File: src/rtl/mem_preloader_if.sv
// Host stream (write/expect in, dump out) plus single-port memory bundle for mem_preloader.
// master = engine side, slave = host/memory side.
interface mem_preloader_if #(
  parameter int ADDR_WIDTH = 16,
  parameter int DATA_WIDTH = 8
);
  logic                  in_valid;
  logic                  in_ready;
  logic [DATA_WIDTH-1:0] in_data;
  logic                  out_valid;
  logic                  out_ready;
  logic [DATA_WIDTH-1:0] out_data;
  logic [ADDR_WIDTH-1:0] out_addr;
  logic                  mem_we;
  logic [ADDR_WIDTH-1:0] mem_addr;
  logic [DATA_WIDTH-1:0] mem_wdata;
  logic [DATA_WIDTH-1:0] mem_rdata;

  modport master (
    input  in_valid, in_data, out_ready, mem_rdata,
    output in_ready, out_valid, out_data, out_addr, mem_we, mem_addr, mem_wdata
  );

  modport slave (
    output in_valid, in_data, out_ready, mem_rdata,
    input  in_ready, out_valid, out_data, out_addr, mem_we, mem_addr, mem_wdata
  );
endinterface

File: src/rtl/mem_preloader.sv
// Memory fill/zero/verify/dump engine; writes 1 word/cycle (FILL stalls on in_valid), reads 3 cycles/word.
// Backpressure: FILL/VERIFY wait on in_valid, DUMP holds its beat until out_ready; no timeouts.
module mem_preloader #(
  parameter int ADDR_WIDTH   = 16,
  parameter int DATA_WIDTH   = 8,
  parameter int MEM_DEPTH    = 256,
  parameter int LEN_WIDTH    = ADDR_WIDTH + 1,
  parameter int STOP_ON_ERR  = 1,
  parameter int ERRCNT_WIDTH = 16
) (
  input  logic                    clk,
  input  logic                    reset,
  input  logic                    start,
  input  logic [1:0]              mode,
  input  logic [ADDR_WIDTH-1:0]   base_addr,
  input  logic [LEN_WIDTH-1:0]    length,
  input  logic [DATA_WIDTH-1:0]   fill_value,
  mem_preloader_if.master         bus,
  output logic                    busy,
  output logic                    core_hold,
  output logic                    done,
  output logic                    error,
  output logic [ADDR_WIDTH-1:0]   err_addr,
  output logic [DATA_WIDTH-1:0]   err_data,
  output logic [ERRCNT_WIDTH-1:0] err_count
);

  typedef enum logic [2:0] {IDLE, WR, RD_ISSUE, RD_CAP, RD_HOLD, FINISH} state_t;
  typedef enum logic [1:0] {OP_FILL = 2'b00, OP_ZERO = 2'b01, OP_VERIFY = 2'b10, OP_DUMP = 2'b11} op_t;

  localparam logic [ADDR_WIDTH-1:0] LAST_ADDR = ADDR_WIDTH'(MEM_DEPTH - 1);
  localparam logic [LEN_WIDTH-1:0]  MAX_LEN   = LEN_WIDTH'(MEM_DEPTH);
  localparam logic [LEN_WIDTH-1:0]  ONE_LEN   = LEN_WIDTH'(1);

  state_t                state, state_nxt;
  op_t                   op;
  logic [ADDR_WIDTH-1:0] addr, base_mod;
  logic [LEN_WIDTH-1:0]  remaining, len_clamp;
  logic [DATA_WIDTH-1:0] fill_q, rbuf;
  logic                  load, wr_fire, adv, cmp_fire, mismatch, last;

  function automatic logic [ADDR_WIDTH-1:0] wrap(input logic [ADDR_WIDTH-1:0] a);
    return (a == LAST_ADDR) ? '0 : a + ADDR_WIDTH'(1);
  endfunction

  generate
    if (MEM_DEPTH >= (1 << ADDR_WIDTH)) begin : g_full_span
      assign base_mod = base_addr;
    end else begin : g_mod_span
      assign base_mod = base_addr % ADDR_WIDTH'(MEM_DEPTH);
    end
  endgenerate

  assign len_clamp = (length > MAX_LEN) ? MAX_LEN : length;
  assign last      = (remaining == ONE_LEN);
  assign busy      = (state == WR) || (state == RD_ISSUE) || (state == RD_CAP) || (state == RD_HOLD);
  assign core_hold = busy;
  assign done      = (state == FINISH);

  always_ff @(posedge clk or posedge reset) begin
    if (reset) state <= IDLE;
    else       state <= state_nxt;
  end

  always_comb begin
    state_nxt     = state;
    load          = 1'b0;
    wr_fire       = 1'b0;
    adv           = 1'b0;
    cmp_fire      = 1'b0;
    mismatch      = 1'b0;
    bus.in_ready  = 1'b0;
    bus.out_valid = 1'b0;
    bus.out_data  = '0;
    bus.out_addr  = '0;
    case (state)
      IDLE: begin
        if (start) begin
          load = 1'b1;
          if (len_clamp == '0) state_nxt = FINISH;
          else if (mode[1])    state_nxt = RD_ISSUE;
          else                 state_nxt = WR;
        end
      end
      WR: begin
        if (op == OP_FILL) begin
          bus.in_ready = 1'b1;
          if (bus.in_valid) begin
            wr_fire = 1'b1;
            adv     = 1'b1;
            if (last) state_nxt = FINISH;
          end
        end else begin
          wr_fire = 1'b1;
          adv     = 1'b1;
          if (last) state_nxt = FINISH;
        end
      end
      RD_ISSUE: state_nxt = RD_CAP;
      RD_CAP:   state_nxt = RD_HOLD;
      RD_HOLD: begin
        if (op == OP_VERIFY) begin
          bus.in_ready = 1'b1;
          if (bus.in_valid) begin
            cmp_fire = 1'b1;
            mismatch = (bus.in_data != rbuf);
            if (mismatch && (STOP_ON_ERR != 0)) begin
              state_nxt = FINISH;
            end else begin
              adv       = 1'b1;
              state_nxt = last ? FINISH : RD_ISSUE;
            end
          end
        end else begin
          bus.out_valid = 1'b1;
          bus.out_data  = rbuf;
          bus.out_addr  = addr;
          if (bus.out_ready) begin
            adv       = 1'b1;
            state_nxt = last ? FINISH : RD_ISSUE;
          end
        end
      end
      FINISH:  state_nxt = IDLE;
      default: state_nxt = IDLE;
    endcase
  end

  always_ff @(posedge clk or posedge reset) begin
    if (reset) begin
      op            <= OP_FILL;
      addr          <= '0;
      remaining     <= '0;
      fill_q        <= '0;
      rbuf          <= '0;
      error         <= 1'b0;
      err_addr      <= '0;
      err_data      <= '0;
      err_count     <= '0;
      bus.mem_we    <= 1'b0;
      bus.mem_addr  <= '0;
      bus.mem_wdata <= '0;
    end else begin
      bus.mem_we <= 1'b0;
      if (load) begin
        op        <= op_t'(mode);
        addr      <= base_mod;
        remaining <= len_clamp;
        fill_q    <= fill_value;
        error     <= 1'b0;
        err_addr  <= '0;
        err_data  <= '0;
        err_count <= '0;
      end
      if (wr_fire) begin
        bus.mem_we    <= 1'b1;
        bus.mem_addr  <= addr;
        bus.mem_wdata <= (op == OP_FILL) ? bus.in_data : fill_q;
      end
      // Present the read address on entry to RD_ISSUE so read data is valid during RD_CAP.
      if (state_nxt == RD_ISSUE) bus.mem_addr <= load ? base_mod : wrap(addr);
      if (adv) begin
        addr      <= wrap(addr);
        remaining <= remaining - ONE_LEN;
      end
      if (state == RD_CAP) rbuf <= bus.mem_rdata;
      if (cmp_fire && mismatch) begin
        if (~&err_count) err_count <= err_count + ERRCNT_WIDTH'(1);
        if (!error) begin
          error    <= 1'b1;
          err_addr <= addr;
          err_data <= rbuf;
        end
      end
    end
  end

endmodule
File: src/flat_wrapper.sv
// flat-port wrapper written by rule: the top's interface ports become plain ports
module mem_preloader_flat 
#(
  parameter int ADDR_WIDTH   = 16,
  parameter int DATA_WIDTH   = 8,
  parameter int MEM_DEPTH    = 256,
  parameter int LEN_WIDTH    = ADDR_WIDTH + 1,
  parameter int STOP_ON_ERR  = 1,
  parameter int ERRCNT_WIDTH = 16
)
  (clk, reset, start, mode, base_addr, length, fill_value, busy, core_hold, done, error, err_addr, err_data, err_count, bus_in_valid, bus_in_data, bus_out_ready, bus_mem_rdata, bus_in_ready, bus_out_valid, bus_out_data, bus_out_addr, bus_mem_we, bus_mem_addr, bus_mem_wdata);
  mem_preloader_if #(.ADDR_WIDTH(ADDR_WIDTH), .DATA_WIDTH(DATA_WIDTH)) bus_i ();
  input  logic clk;
  input  logic reset;
  input  logic start;
  input  logic [1:0] mode;
  input  logic [ADDR_WIDTH-1:0] base_addr;
  input  logic [LEN_WIDTH-1:0] length;
  input  logic [DATA_WIDTH-1:0] fill_value;
  output logic busy;
  output logic core_hold;
  output logic done;
  output logic error;
  output logic [ADDR_WIDTH-1:0] err_addr;
  output logic [DATA_WIDTH-1:0] err_data;
  output logic [ERRCNT_WIDTH-1:0] err_count;
  input wire logic [$bits(bus_i.in_valid)-1:0] bus_in_valid;
  input wire logic [$bits(bus_i.in_data)-1:0] bus_in_data;
  input wire logic [$bits(bus_i.out_ready)-1:0] bus_out_ready;
  input wire logic [$bits(bus_i.mem_rdata)-1:0] bus_mem_rdata;
  output wire logic [$bits(bus_i.in_ready)-1:0] bus_in_ready;
  output wire logic [$bits(bus_i.out_valid)-1:0] bus_out_valid;
  output wire logic [$bits(bus_i.out_data)-1:0] bus_out_data;
  output wire logic [$bits(bus_i.out_addr)-1:0] bus_out_addr;
  output wire logic [$bits(bus_i.mem_we)-1:0] bus_mem_we;
  output wire logic [$bits(bus_i.mem_addr)-1:0] bus_mem_addr;
  output wire logic [$bits(bus_i.mem_wdata)-1:0] bus_mem_wdata;
  assign bus_i.in_valid = bus_in_valid;
  assign bus_i.in_data = bus_in_data;
  assign bus_i.out_ready = bus_out_ready;
  assign bus_i.mem_rdata = bus_mem_rdata;
  assign bus_in_ready = bus_i.in_ready;
  assign bus_out_valid = bus_i.out_valid;
  assign bus_out_data = bus_i.out_data;
  assign bus_out_addr = bus_i.out_addr;
  assign bus_mem_we = bus_i.mem_we;
  assign bus_mem_addr = bus_i.mem_addr;
  assign bus_mem_wdata = bus_i.mem_wdata;
  mem_preloader #(.ADDR_WIDTH(ADDR_WIDTH), .DATA_WIDTH(DATA_WIDTH), .MEM_DEPTH(MEM_DEPTH), .LEN_WIDTH(LEN_WIDTH), .STOP_ON_ERR(STOP_ON_ERR), .ERRCNT_WIDTH(ERRCNT_WIDTH)) u_core (.clk(clk), .reset(reset), .start(start), .mode(mode), .base_addr(base_addr), .length(length), .fill_value(fill_value), .bus(bus_i), .busy(busy), .core_hold(core_hold), .done(done), .error(error), .err_addr(err_addr), .err_data(err_data), .err_count(err_count));
endmodule
File: config.mk
export PLATFORM = sky130hd
export DESIGN_NAME = mem_preloader_flat
export DESIGN_NICKNAME = d
export VERILOG_FILES = /design/src/rtl/mem_preloader_if.sv /design/src/rtl/mem_preloader.sv /design/src/flat_wrapper.sv
export SDC_FILE = /design/constraint.sdc
export NUM_CORES = 1
export LEC_CHECK = 0
export ABC_AREA = 0
export CAP_MARGIN = 20
export CORE_ASPECT_RATIO = 1.4
export CORE_MARGIN = 5
export CORE_UTILIZATION = 43
export DETAILED_ROUTE_END_ITERATION = 7
export PLACE_DENSITY = 0.81
export SLEW_MARGIN = 20
export SYNTH_ARGS = -nofsm -noshare
export SYNTH_HDL_FRONTEND = slang
export SYNTH_SLANG_ARGS = --single-unit
File: constraint.sdc
create_clock -name clk -period 5.3 [get_ports clk]
set_input_delay 0.795 -clock clk [delete_from_list [all_inputs] [get_ports clk]]
set_output_delay 0.795 -clock clk [all_outputs]
set_load 0.1 [all_outputs]
**Word level (Yosys, flattened, before mapping)**

Index checks and enable logic that the tools add are counted.

- Add/subtract/negate cells: 3
- Order comparisons: 1
- Eq/ne operators: 10
- Mux-type cells: 59
- Reductions and logical operators: 10

Operators with widths:

| operator | count |
|---|---|
| two-way mux 16 bit | 14 |
| two-way mux 17 bit | 3 |
| two-way mux 8 bit | 6 |
| adder 16 x 1 -> 16 bit (second input constant) | 2 |
| two-way mux 3 bit | 10 |
| two-way mux 1 bit | 22 |
| == test 17 x 1 -> 1 bit (second input constant) | 1 |
| greater-than comparator 17 x 9 -> 1 bit (second input constant) | 1 |
| logical NOT 17 bit | 1 |
| subtractor 17 x 1 -> 17 bit (second input constant) | 1 |
| == test 16 x 8 -> 1 bit (second input constant) | 1 |
| AND reduction 16 bit | 1 |
| one-hot mux 3 bit (5 select lines) | 1 |
| == test 3 x 2 -> 1 bit (second input constant) | 3 |
| != test 8 bit | 1 |
| == test 3 bit (second input constant) | 2 |
| one-hot mux 1 bit (2 select lines) | 2 |
| nonzero test 2 bit | 2 |
| == test 3 x 1 -> 1 bit (second input constant) | 1 |
| logical NOT 3 bit | 1 |
| logical OR 1 bit | 3 |
| == test 2 bit (second input constant) | 1 |
| logical NOT 2 bit | 1 |
| two-way mux 2 bit | 1 |
| logical AND 1 bit | 1 |

- Bits in registers: 120
- Bits of input ports: 64
- Logic and storage cells: 96

**Longest topological paths before layout**

Gate-level depths: netlist of the first run.

- Depth after elaboration: 8
- Gate-level depth with buffers: 11
- Depth with buffers taken out: 8

**Least setup slack after synthesis of the first run**

No wires, ideal clock.

- Kind: register to output
- Start: register u_core.state[0]
- End: output bus_in_ready
- Data arrival time: 2.816 ns
- Data required time: 4.505 ns
- Setup slack: 1.689 ns
- Cell stages (with the launch flop): 6
- Path through: dfrtp_1 clkbuf_1 nand2b_1 nor2_1 a21oi_1 nor3_1

- Longest elaborated chain between the ends: 2
- Elaborated cells on any way between the ends: 3

RTL lines:

| element | RTL line | RTL |
|---|---|---|
| start: declaration | mem_preloader.sv:35 | `state_t state, state_nxt;` |
| start signal: assignment | mem_preloader.sv:62 | `else state <= state_nxt;` |
| == test 3 bit / == test 3 x 1 -> 1 bit (equally long branches) | mem_preloader.sv:76 | `case (state)` |
| one-hot mux 1 bit (2 select lines) (*) | mem_preloader.sv:76 |  |
| end: declaration | flat_wrapper.sv:31 | `output wire logic [$bits(bus_i.in_ready)-1:0] bus_in_ready;` |

Every way passes the cells marked *; elsewhere a longest branch is shown, timed or not.

**Worst setup path in the final report of the first run**

- Start: register u_core.op[0]
- End: output bus_out_addr[2]

- Longest elaborated chain between the ends: 3

RTL lines:

| element | RTL line | RTL |
|---|---|---|
| start: declaration | mem_preloader.sv:36 | `op_t op;` |
| start signal: assignment | mem_preloader.sv:146 | `op <= op_t'(mode);` |
| == test 2 bit | mem_preloader.sv:102 | `if (op == OP_VERIFY) begin` |
| two-way mux 16 bit | mem_preloader.sv:102 |  |
| two-way mux 16 bit | mem_preloader.sv:76 |  |
| end: declaration | flat_wrapper.sv:34 | `output wire logic [$bits(bus_i.out_addr)-1:0] bus_out_addr;` |

No other way between the ends.

==> results of run 1 <==
-- layout make-up --
type                    count  area [sq um]  area share (%)
repair buffers            161          1580            18.6
inverters                  13          51.3           0.603
well taps                 189           236            2.78
flip-flops and latches    120          3000            35.3
multi-input cells         532          3070            36.1
diodes                      1          2.50          0.0294
clock inverters             8          96.3            1.13
clock buffers              24           472            5.54
-- cells in the mapped netlist, drive strengths merged, types with 3 or more instances --
library cell | count | area (sq um)
nand3 | 25 | 125
nor2 | 48 | 180
nand2 | 146 | 548
o21ai | 57 | 285
a311oi | 5 | 43.8
nor4 | 14 | 103
nand3b | 3 | 22.5
xor2 | 10 | 87.6
nand2b | 4 | 25.0
xnor2 | 14 | 123
a21oi | 32 | 164
a211o | 8 | 70.1
a221o | 4 | 40.0
or4 | 7 | 56.3
nand4 | 9 | 56.3
a31o | 4 | 35.0
a211oi | 4 | 30.0
dfrtp | 120 | 3000
nor3 | 13 | 75.1
mux2i | 18 | 180
mux2 | 9 | 101
o31ai | 7 | 52.6
inv | 13 | 48.8
ha | 4 | 50.1
or3 | 7 | 43.8
clkbuf | 36 | 135
nor3b | 3 | 27.5
and3 | 34 | 213
a31oi | 11 | 68.8
or2 | 5 | 31.3
a221oi | 3 | 26.3
o211ai | 3 | 22.5
a32oi | 4 | 42.6
and2 | 3 | 18.8
buf | 14 | 92.6
-- cells by family after synthesis --
kind of cell	Yosys count
buffers and inverters	63
AO/OA/AOI/OAI	152
adder cells (fa/ha/maj)	4
multiplexers	27
AND/OR/NAND/NOR	325
XOR/XNOR	24
flip-flops	120
-- metrics by stage --
step	utilization (%)	power [mW]	worst slack (ns)	area (sq um)	hold slack (ns)
after detailed placement	55.0	3.91	1.50	7940	0.462
after floorplan	-	3.30	1.32	6330	0.445
after CTS	58.9	5.03	1.25	8510	0.476
final	58.9	5.03	1.22	8510	0.472
after global placement	55.0	3.87	1.53	7940	0.456
after global routing	58.9	5.28	1.07	8510	0.494
-- final timing paths --
path / startpoint / end / slack (ns) / cells after the start
max: u_core.op[0] / bus_out_addr[2] / 1.22 / 4
min: u_core.fill_q[7] / u_core.fill_q[7] / 0.47 / 2
min in group asynchronous: reset / u_core.err_data[3] / 0.75 / 2
max reg2reg: u_core.op[0] / u_core.addr[6] / 2.11 / 6
min reg2reg: u_core.fill_q[7] / u_core.fill_q[7] / 0.47 / 2
max in group asynchronous: reset / u_core.remaining[15] / 3.53 / 3
-- state kept, by name, summed over array words and instances, names as in the netlist --
name and flops:
u_core.addr 16, u_core.err_data 8, u_core.err_addr 16, u_core.error 1, u_core.remaining 17, u_core.fill_q 8
u_core.bus.mem_we 1, u_core.rbuf 8, u_core.state 3, u_core.err_count 16, u_core.op 2, u_core.bus.mem_addr 16
u_core.bus.mem_wdata 8
-- critical path, delay by kind of cell (launching register included) --
family | cells | cell delay [ns]
DFF | 1 | 0.43
and+or+nand+nor | 3 | 1.29
buffers and inverters | 1 | 1.15
-- metal layers --
metal | vias up | part of all wire [%] | GRT usage (%)
met4 | 0 | 3.7 | 9.05
met1 | 2840 | 39 | 25.8
met5 | - | 0 | 0
met3 | 54 | 7.8 | 4.95
met2 | 282 | 50 | 36.2
li1 | 2782 | - | -
-- power groups by stage --
stage                     logic, mW  registers, mW  clock network (mW)
after floorplan                1.41           1.90                   0
after detailed placement       2.51           1.40                   0
final                          2.53           1.39                1.11
after global placement         2.48           1.39                   0
after global routing           2.69           1.42                1.17
after CTS                      2.53           1.39                1.12
==> flow_metrics.py, run 1 <==
metrics = {
    "route": {
        "vias_per_cell": 5.69,
        "routed_wirelength_microns": 18700,
        "dr.pass1.iters": 5,
        "vias": 5958,
        "drtIter0Drc": 371,
        "antenna_left": 0,
        "drc": 0,
        "routedWlPerCell_microns": 17.8,
    },
    "floorplan": {
        "initial_utilization_pct": 43.9,
        "row_count": 52,
        "die_y_microns": 154,
        "die_area_sq_um": 17300,
        "io_pins": 159,
        "core_area_sq_um": 14400,
        "die-width_microns": 113,
    },
    "sta": {
        "setup_viol": 0,
        "tns_ns": 0,
        "drv_slew": 0,
        "final_hold_viol_count": 0,
        "post-route-period-util_pct": 77.1,
        "rsz0062_at_grt": "no",
        "max_slew_margin_pct": 28.2,
        "max_freq_ghz": 0.245,
        "tightest_slew_ns": 1.07,
        "post-route-min-period_ns": 4.08,
        "final.setup_skew_ns": 0.00898,
    },
    "power": {
        "power_frac_comb_pct": 50.3,
        "powerDensity_nw_per_um2": 591,
        "p_leak_nw": 3.69,
        "power_switching_share_pct": 48.9,
        "peakVddDrop_uv": 735,
        "internal_power_mw": 2.57,
        "power.share.clock_pct": 22.0,
        "p_seq_share_pct": 27.7,
        "p_sw_mw": 2.46,
    },
    "synthesis": {
        "synth_fp_nets": 783,
        "ys_types": 58,
        "netlist_instances": 715,
        "synth_compound_area_share_pct": 15.1,
        "yosysSeqAreaShare_pct": 47.4,
        "yosysWarnings": 0,
        "syn_avg_cell_area_sq_um": 8.86,
        "synth_xor_area_share_pct": 3.32,
        "ys.flop_type": "dfrtp_1",
        "synth-seq-cells": 120,
        "synth_adder_area_share_pct": 0.790,
        "synth_top_family_by_area": "simple AND/OR/NAND/NOR gates",
        "async_reset_ff_share_pct": 100,
        "synth-edff-count": 0,
        "synthSimpleGateAreaFrac_pct": 24.6,
        "synthMuxAreaShare_pct": 4.44,
        "syn_area_sq_um": 6330,
    },
    "worst_setup_path": {
        "critPathCaptureType": "primary output",
        "cp_slowest_stage_delay_ns": 1.15,
        "critical_path_class": "flop to primary output",
        "crit_slowest_cell": "clkdlybuf4s50_1",
        "critPathArrivalTime_ns": 3.29,
        "start_kind": "flop",
        "crit_required_ns": 4.51,
        "worstPathCellList": "nand2b_1 > nand2_1 > nor2_1 > clkdlybuf4s50_1",
        "path_max_fanout": 25,
    },
    "placed_design": {
        "dp_hpwl_microns": 13200,
        "port-buffer-count": 150,
        "gp_congestion": 0.924,
        "dpl.cell_count": 1015,
    },
    "global_route": {
        "grt_overflow": 0,
        "grt_use_total_pct": 21.3,
        "antenna_found_initial": 1,
        "grt_pass1_vias": 5792,
        "grt_pass1_wl_microns": 29800,
        "grt_max_degree": 52,
    },
    "job": {
        "drv_cap": 0,
    },
    "layout": {
        "finalNonFillerCells": 1048,
        "final_nets": 913,
        "layout.cells.most_common_list": "clkdlybuf4s50_1, nand2_1, dfrtp_1",
        "drive_gt1_share_pct": 8.04,
        "syn2layout_area_growth_pct": 34.4,
        "final_common_cell": "clkdlybuf4s50_1",
        "fillers": 1239,
    },
    "clocking": {
        "cts_buffers": 17,
        "cts_tree": "yes",
        "cts_resized": 0,
        "insertion_delay_ns": 0.41,
        "post_cts_buffers": 0,
        "clock_path_buffers": 2,
        "htreeDepth": 4,
        "clk_pin_slew_ns": 0.05,
        "clockRootBuffer": "clkbuf_16",
        "cts_sinks": 120,
        "hold_buffers": 0,
    },
    "worst_hold_path": {
        "min_path_type": "flop to flop",
    },
    "status": {
        "outcome": "complete, no violations",
    },
}
No activity file was read; power rests on OpenSTA's default activity.
==> inputs of run 2 (changes only) <==
==> constraint.sdc (replaced) <==
create_clock -name clk -period 4.1 [get_ports clk]
set_input_delay 0.615 -clock clk [delete_from_list [all_inputs] [get_ports clk]]
set_output_delay 0.615 -clock clk [all_outputs]
set_load 0.1 [all_outputs]
==> run 2 against run 1 <==
  * Count of clock-buffer cells in the layout decreased by 5
  * Die area is the same
  * Cell area increased by 0.60%
  * Register-to-register slack got worse by 1.0 ns
==> flow_metrics.py, run 2 (synthesized netlist as in run 1, its figures left out) <==
metrics = {
    "sta": {
        "tns_ns": 0,
        "setup_viol": 0,
        "post-route-min-period_ns": 3.29,
        "tightest_slew_ns": 1.05,
        "final.setup_skew_ns": 0.00793,
        "fin_ws_ns": 0.805,
        "max_slew_margin_pct": 29.5,
        "rsz0062_at_grt": "no",
        "drv_slew": 0,
        "final_hold_viol_count": 0,
        "fin_hold_ws_ns": 0.478,
        "max_freq_ghz": 0.304,
        "post-route-period-util_pct": 80.4,
    },
    "placed_design": {
        "gp_congestion": 0.914,
        "dp_slack_ns": 0.641,
        "placed_area_sq_um": 7920,
        "dp_hpwl_microns": 13500,
        "port-buffer-count": 150,
        "dpl.cell_count": 1020,
    },
    "route": {
        "drc": 0,
        "met3_length_microns": 1230,
        "dr.pass1.iters": 5,
        "wl_met1_microns": 7260,
        "top_layer": "met4",
        "routedWlPerCell_microns": 17.8,
        "vias": 6036,
        "routed_wirelength_microns": 18700,
        "vias_per_cell": 5.74,
        "route.met2.wl_microns": 9550,
        "antenna_left": 0,
        "drtIter0Drc": 476,
    },
    "worst_setup_path": {
        "worstPathCellList": "nor2_1 > xnor2_1 > clkdlybuf4s50_1",
        "critPathCaptureType": "primary output",
        "path_buf_inv": 1,
        "path_max_fanout": 9,
        "cp_slowest_stage_delay_ns": 1.21,
        "critPathArrivalTime_ns": 2.68,
        "start_kind": "flop",
        "crit_slowest_cell": "clkdlybuf4s50_1",
        "cpLargestDelayFamily": "buffers and inverters",
        "critical_path_class": "flop to primary output",
        "crit_required_ns": 3.48,
    },
    "floorplan": {
        "die_y_microns": 154,
        "row_count": 52,
        "initial_utilization_pct": 43.9,
        "die-width_microns": 113,
        "core_area_sq_um": 14400,
        "die_area_sq_um": 17300,
        "io_pins": 159,
    },
    "global_route": {
        "grt_overflow": 0,
        "grt_pass1_wl_microns": 30300,
        "grt_pass1_vias": 5965,
        "grt_use_total_pct": 21.7,
        "grt_max_degree": 54,
        "antenna_found_initial": 0,
    },
    "clocking": {
        "cts_sinks": 120,
        "clock_path_buffers": 2,
        "htreeDepth": 4,
        "cts_tree": "yes",
        "clk_pin_slew_ns": 0.06,
        "clockRootBuffer": "clkbuf_16",
        "cts_buffers": 17,
        "insertion_delay_ns": 0.42,
        "hold_buffers": 0,
        "post_cts_buffers": 0,
        "cts_resized": 0,
    },
    "layout": {
        "largest_register": "u_core.remaining",
        "layout.cells.most_common_list": "nand2_1, clkdlybuf4s50_1, dfrtp_1",
        "final_common_cell": "nand2_1",
        "final_core_util_pct": 59.3,
        "final_nets": 918,
        "largest_register_ffs": 17,
        "n_antenna_cell": 0,
        "finalNonFillerCells": 1052,
        "finalInstanceArea_sq_um": 8560,
        "syn2layout_area_growth_pct": 35.2,
        "drive_gt1_share_pct": 11.9,
    },
    "power": {
        "power.share.clock_pct": 24.0,
        "p_seq_share_pct": 26.8,
        "powerDensity_nw_per_um2": 784,
        "internal_power_mw": 3.48,
        "p_sw_mw": 3.24,
        "power_switching_share_pct": 48.3,
        "power_frac_comb_pct": 49.2,
        "p_leak_nw": 3.79,
        "peakVddDrop_uv": 918,
        "finalPower_mw": 6.72,
    },
    "worst_hold_path": {
        "min_path_type": "flop to flop",
    },
    "status": {
        "outcome": "complete, no violations",
    },
    "job": {
        "drv_cap": 0,
    },
}
run 2: cell count changes in the layout (fill, tap and decap cells not counted):
cell	change
clkinv_4	+1
inv_6	+3
diode_2	-1
buf_4	+29
clkdlybuf4s50_1	-24
clkbuf_1	-5
clkinvlp_4	+2
clkinv_2	-3
bufinv_16	+2
run 2: path summary, 6_finish.rpt:
kind / from / slack, ns / end / cells past startpoint
setup / recovery: u_core.state[1] / 0.81 / core_hold / 3
hold / removal: u_core.bus.mem_wdata[4] / 0.48 / u_core.bus.mem_wdata[4] / 2
setup reg to reg: u_core.op[0] / 1.07 / u_core.remaining[15] / 6
hold reg to reg: u_core.bus.mem_wdata[4] / 0.48 / u_core.bus.mem_wdata[4] / 2
max in group asynchronous: reset / 2.62 / u_core.remaining[10] / 3
min in group asynchronous: reset / 0.65 / u_core.err_data[2] / 2
run 2: layout make-up:
type                            instances  area [sq um]
Multi-Input combinational cell        532          3070
Sequential cell                       120          3000
Timing Repair Buffer                  166          1560
Clock inverter                         13           191
Fill cell                            1202          5880
Clock buffer                           19           453
Tap cell                              189           236
Inverter                               13          51.3
run 2: worst register-to-register path: stages (launching register included):
cell and delay, ns:
dfrtp_1 0.43, nand2b_1 0.55, and3_1 0.44, a211o_1 0.36
nor2_1 0.77, o21ai_0 0.26, o21ai_0 0.14
run 2: power groups by stage:
stage / logic (mW) / registers, mW / clock network [mW]
floorplan: 1.82 / 2.45 / 0
global placement: 3.23 / 1.79 / 0
detailed placement: 3.27 / 1.81 / 0
CTS: 3.29 / 1.79 / 1.64
global route: 3.52 / 1.84 / 1.69
finish: 3.30 / 1.80 / 1.61
run 2: routing by layer:
layer	vias to the layer above	track usage [%]
met1	2885	25.7
met4	0	9.62
li1	2811	-
met5	-	0
met3	57	4.72
met2	283	37.7
==> inputs of run 3 (changes only) <==
==> constraint.sdc (replaced) <==
create_clock -name clk -period 3.34 [get_ports clk]
set_input_delay 0.501 -clock clk [delete_from_list [all_inputs] [get_ports clk]]
set_output_delay 0.501 -clock clk [all_outputs]
set_load 0.1 [all_outputs]
==> run 3 against run 2 <==
  * Worst setup slack worse by 0.29 ns
  * Cell count rose by 0.19%
  * Die area unchanged
  * Non-clock buffer count grew 2
  * Flip-flop and latch count did not move
  * Global-route usage is 0.45 points higher
  * First-iteration DRC count is 9.0% lower
  * Sequential share of layout area decreased by 1.4 points
  * Critical path type unchanged
==> flow_metrics.py, run 3 (synthesized netlist as in run 1, its figures left out) <==
metrics = {
    "worst_setup_path": {
        "start_kind": "flop",
        "critPathCaptureType": "primary output",
        "critical_path_class": "flop to primary output",
        "crit_required_ns": 2.84,
        "path_max_fanout": 23,
        "r2r-end": "u_core.addr[4]",
        "r2r_cells": 6,
        "ff2ff_setup_slack_ns": 0.62,
        "reg2reg_from": "u_core.state[2]",
        "critPathArrivalTime_ns": 2.32,
    },
    "worst_hold_path": {
        "hp-start": "u_core.fill_q[1]",
        "whs_endpoint": "u_core.fill_q[1]",
        "min_path_type": "flop to flop",
        "holdPathStages": 2,
    },
    "route": {
        "antenna_left": 0,
        "vias": 6063,
        "routed_wirelength_microns": 19100,
        "drtIter0Drc": 433,
        "drc": 0,
        "dr.pass1.iters": 7,
        "routedWlPerCell_microns": 18.1,
        "vias_per_cell": 5.75,
    },
    "placed_design": {
        "dp_hpwl_microns": 13500,
        "gp_congestion": 0.943,
        "port-buffer-count": 150,
    },
    "floorplan": {
        "die_y_microns": 154,
        "die_area_sq_um": 17300,
        "die-width_microns": 113,
        "core_area_sq_um": 14400,
        "initial_utilization_pct": 43.9,
        "row_count": 52,
        "io_pins": 159,
    },
    "sta": {
        "setup_viol": 0,
        "drv_slew": 0,
        "fin_hold_ws_ns": 0.486,
        "max_slew_margin_pct": 30.5,
        "post-route-period-util_pct": 84.4,
        "tightest_slew_ns": 1.04,
        "tns_ns": 0,
        "max_freq_ghz": 0.355,
        "rsz0062_at_grt": "no",
        "final.setup_skew_ns": 0.00922,
        "post-route-min-period_ns": 2.82,
        "final_hold_viol_count": 0,
    },
    "layout": {
        "final_core_util_pct": 61.7,
        "n_antenna_cell": 0,
        "final_common_cell": "nand2_1",
        "multi_input_area_sq_um": 3080,
        "ff_latch_area_sq_um": 3000,
        "syn2layout_area_growth_pct": 40.7,
        "largest_register": "u_core.remaining",
        "layout.cells.most_common_list": "nand2_1, dfrtp_1, clkdlybuf4s50_1",
        "largest_register_ffs": 17,
        "drive_gt1_share_pct": 14.0,
        "final_nets": 920,
        "fillers": 1181,
    },
    "global_route": {
        "grtUsageMet2_pct": 38.2,
        "grt_max_degree": 121,
        "use_met1_pct": 25.8,
        "grt_busiest_layer": "met2",
        "grt_use_total_pct": 22.2,
        "grt_pass1_vias": 6149,
        "antenna_found_initial": 0,
        "met3_usage_pct": 3.97,
        "grt_overflow": 0,
        "grt_pass1_wl_microns": 31100,
    },
    "clocking": {
        "clk_pin_slew_ns": 0.05,
        "cts_tree": "yes",
        "htreeDepth": 4,
        "insertion_delay_ns": 0.41,
        "cts_sinks": 120,
        "clockRootBuffer": "clkbuf_16",
        "cts_resized": 0,
        "post_cts_buffers": 0,
        "hold_buffers": 0,
        "clock_path_buffers": 2,
        "cts_buffers": 17,
    },
    "power": {
        "powerDensity_nw_per_um2": 953,
        "peakVddDrop_uv": 917,
        "p_leak_nw": 3.94,
    },
    "job": {
        "drv_cap": 0,
    },
    "status": {
        "outcome": "complete, no violations",
    },
}
run 3: layout make-up:
cell class / instances / share of cell area, %
multi-input combinational: 532 / 34.5
sequential: 120 / 33.7
timing repair buffer: 168 / 20.8
clock buffer: 21 / 5.28
tap: 189 / 2.65
clock inverter: 11 / 2.43
inverter: 13 / 0.590
run 3: where the power goes:
part           total, mW  leakage [nW]  switching, mW  internal [mW]
Clock               2.13         0.338          0.665           1.46
Combinational       4.16          2.03           2.95           1.21
Sequential          2.21          1.57          0.389           1.82
run 3: worst max path at each step:
stage,start,endpoint,cells past startpoint
3_5_place_dp,length[11],u_core.bus.mem_addr[12],9
5_1_grt,u_core.state[2],bus_out_addr[11],5
2_1_floorplan,u_core.state[0],bus_in_ready,5
4_1_cts,u_core.state[2],bus_out_addr[11],5
3_3_place_gp,bus_in_data[2],u_core.addr[4],8
6_report,u_core.state[2],bus_out_addr[11],5
run 3: worst max-delay path, cell delays in order (launching register included):
cell     delay, ns
dfrtp_1       0.51
nor3b_2       0.35
buf_4         0.30
nand2_1       0.24
nor2_1        0.29
buf_12        0.21
run 3: per-layer routing:
layer / share of wire, % / wire, microns
met5: 0 / 0
met4: 4.1 / 790
met3: 6.6 / 1260
met2: 51 / 9680
met1: 39 / 7350
run 3: stage by stage:
step | total power, mW | setup WS (ns) | instances | instance area (sq um)
after floorplan | 5.24 | 0.0227 | 715 | 6340
after global placement | 6.23 | -0.0443 | 1022 | 8220
after detailed placement | 6.32 | 0.105 | 1022 | 8230
after CTS | 8.50 | 0.544 | 1054 | 8910
after global routing | 8.87 | 0.392 | 1054 | 8910
final | 8.50 | 0.520 | 1054 | 8910
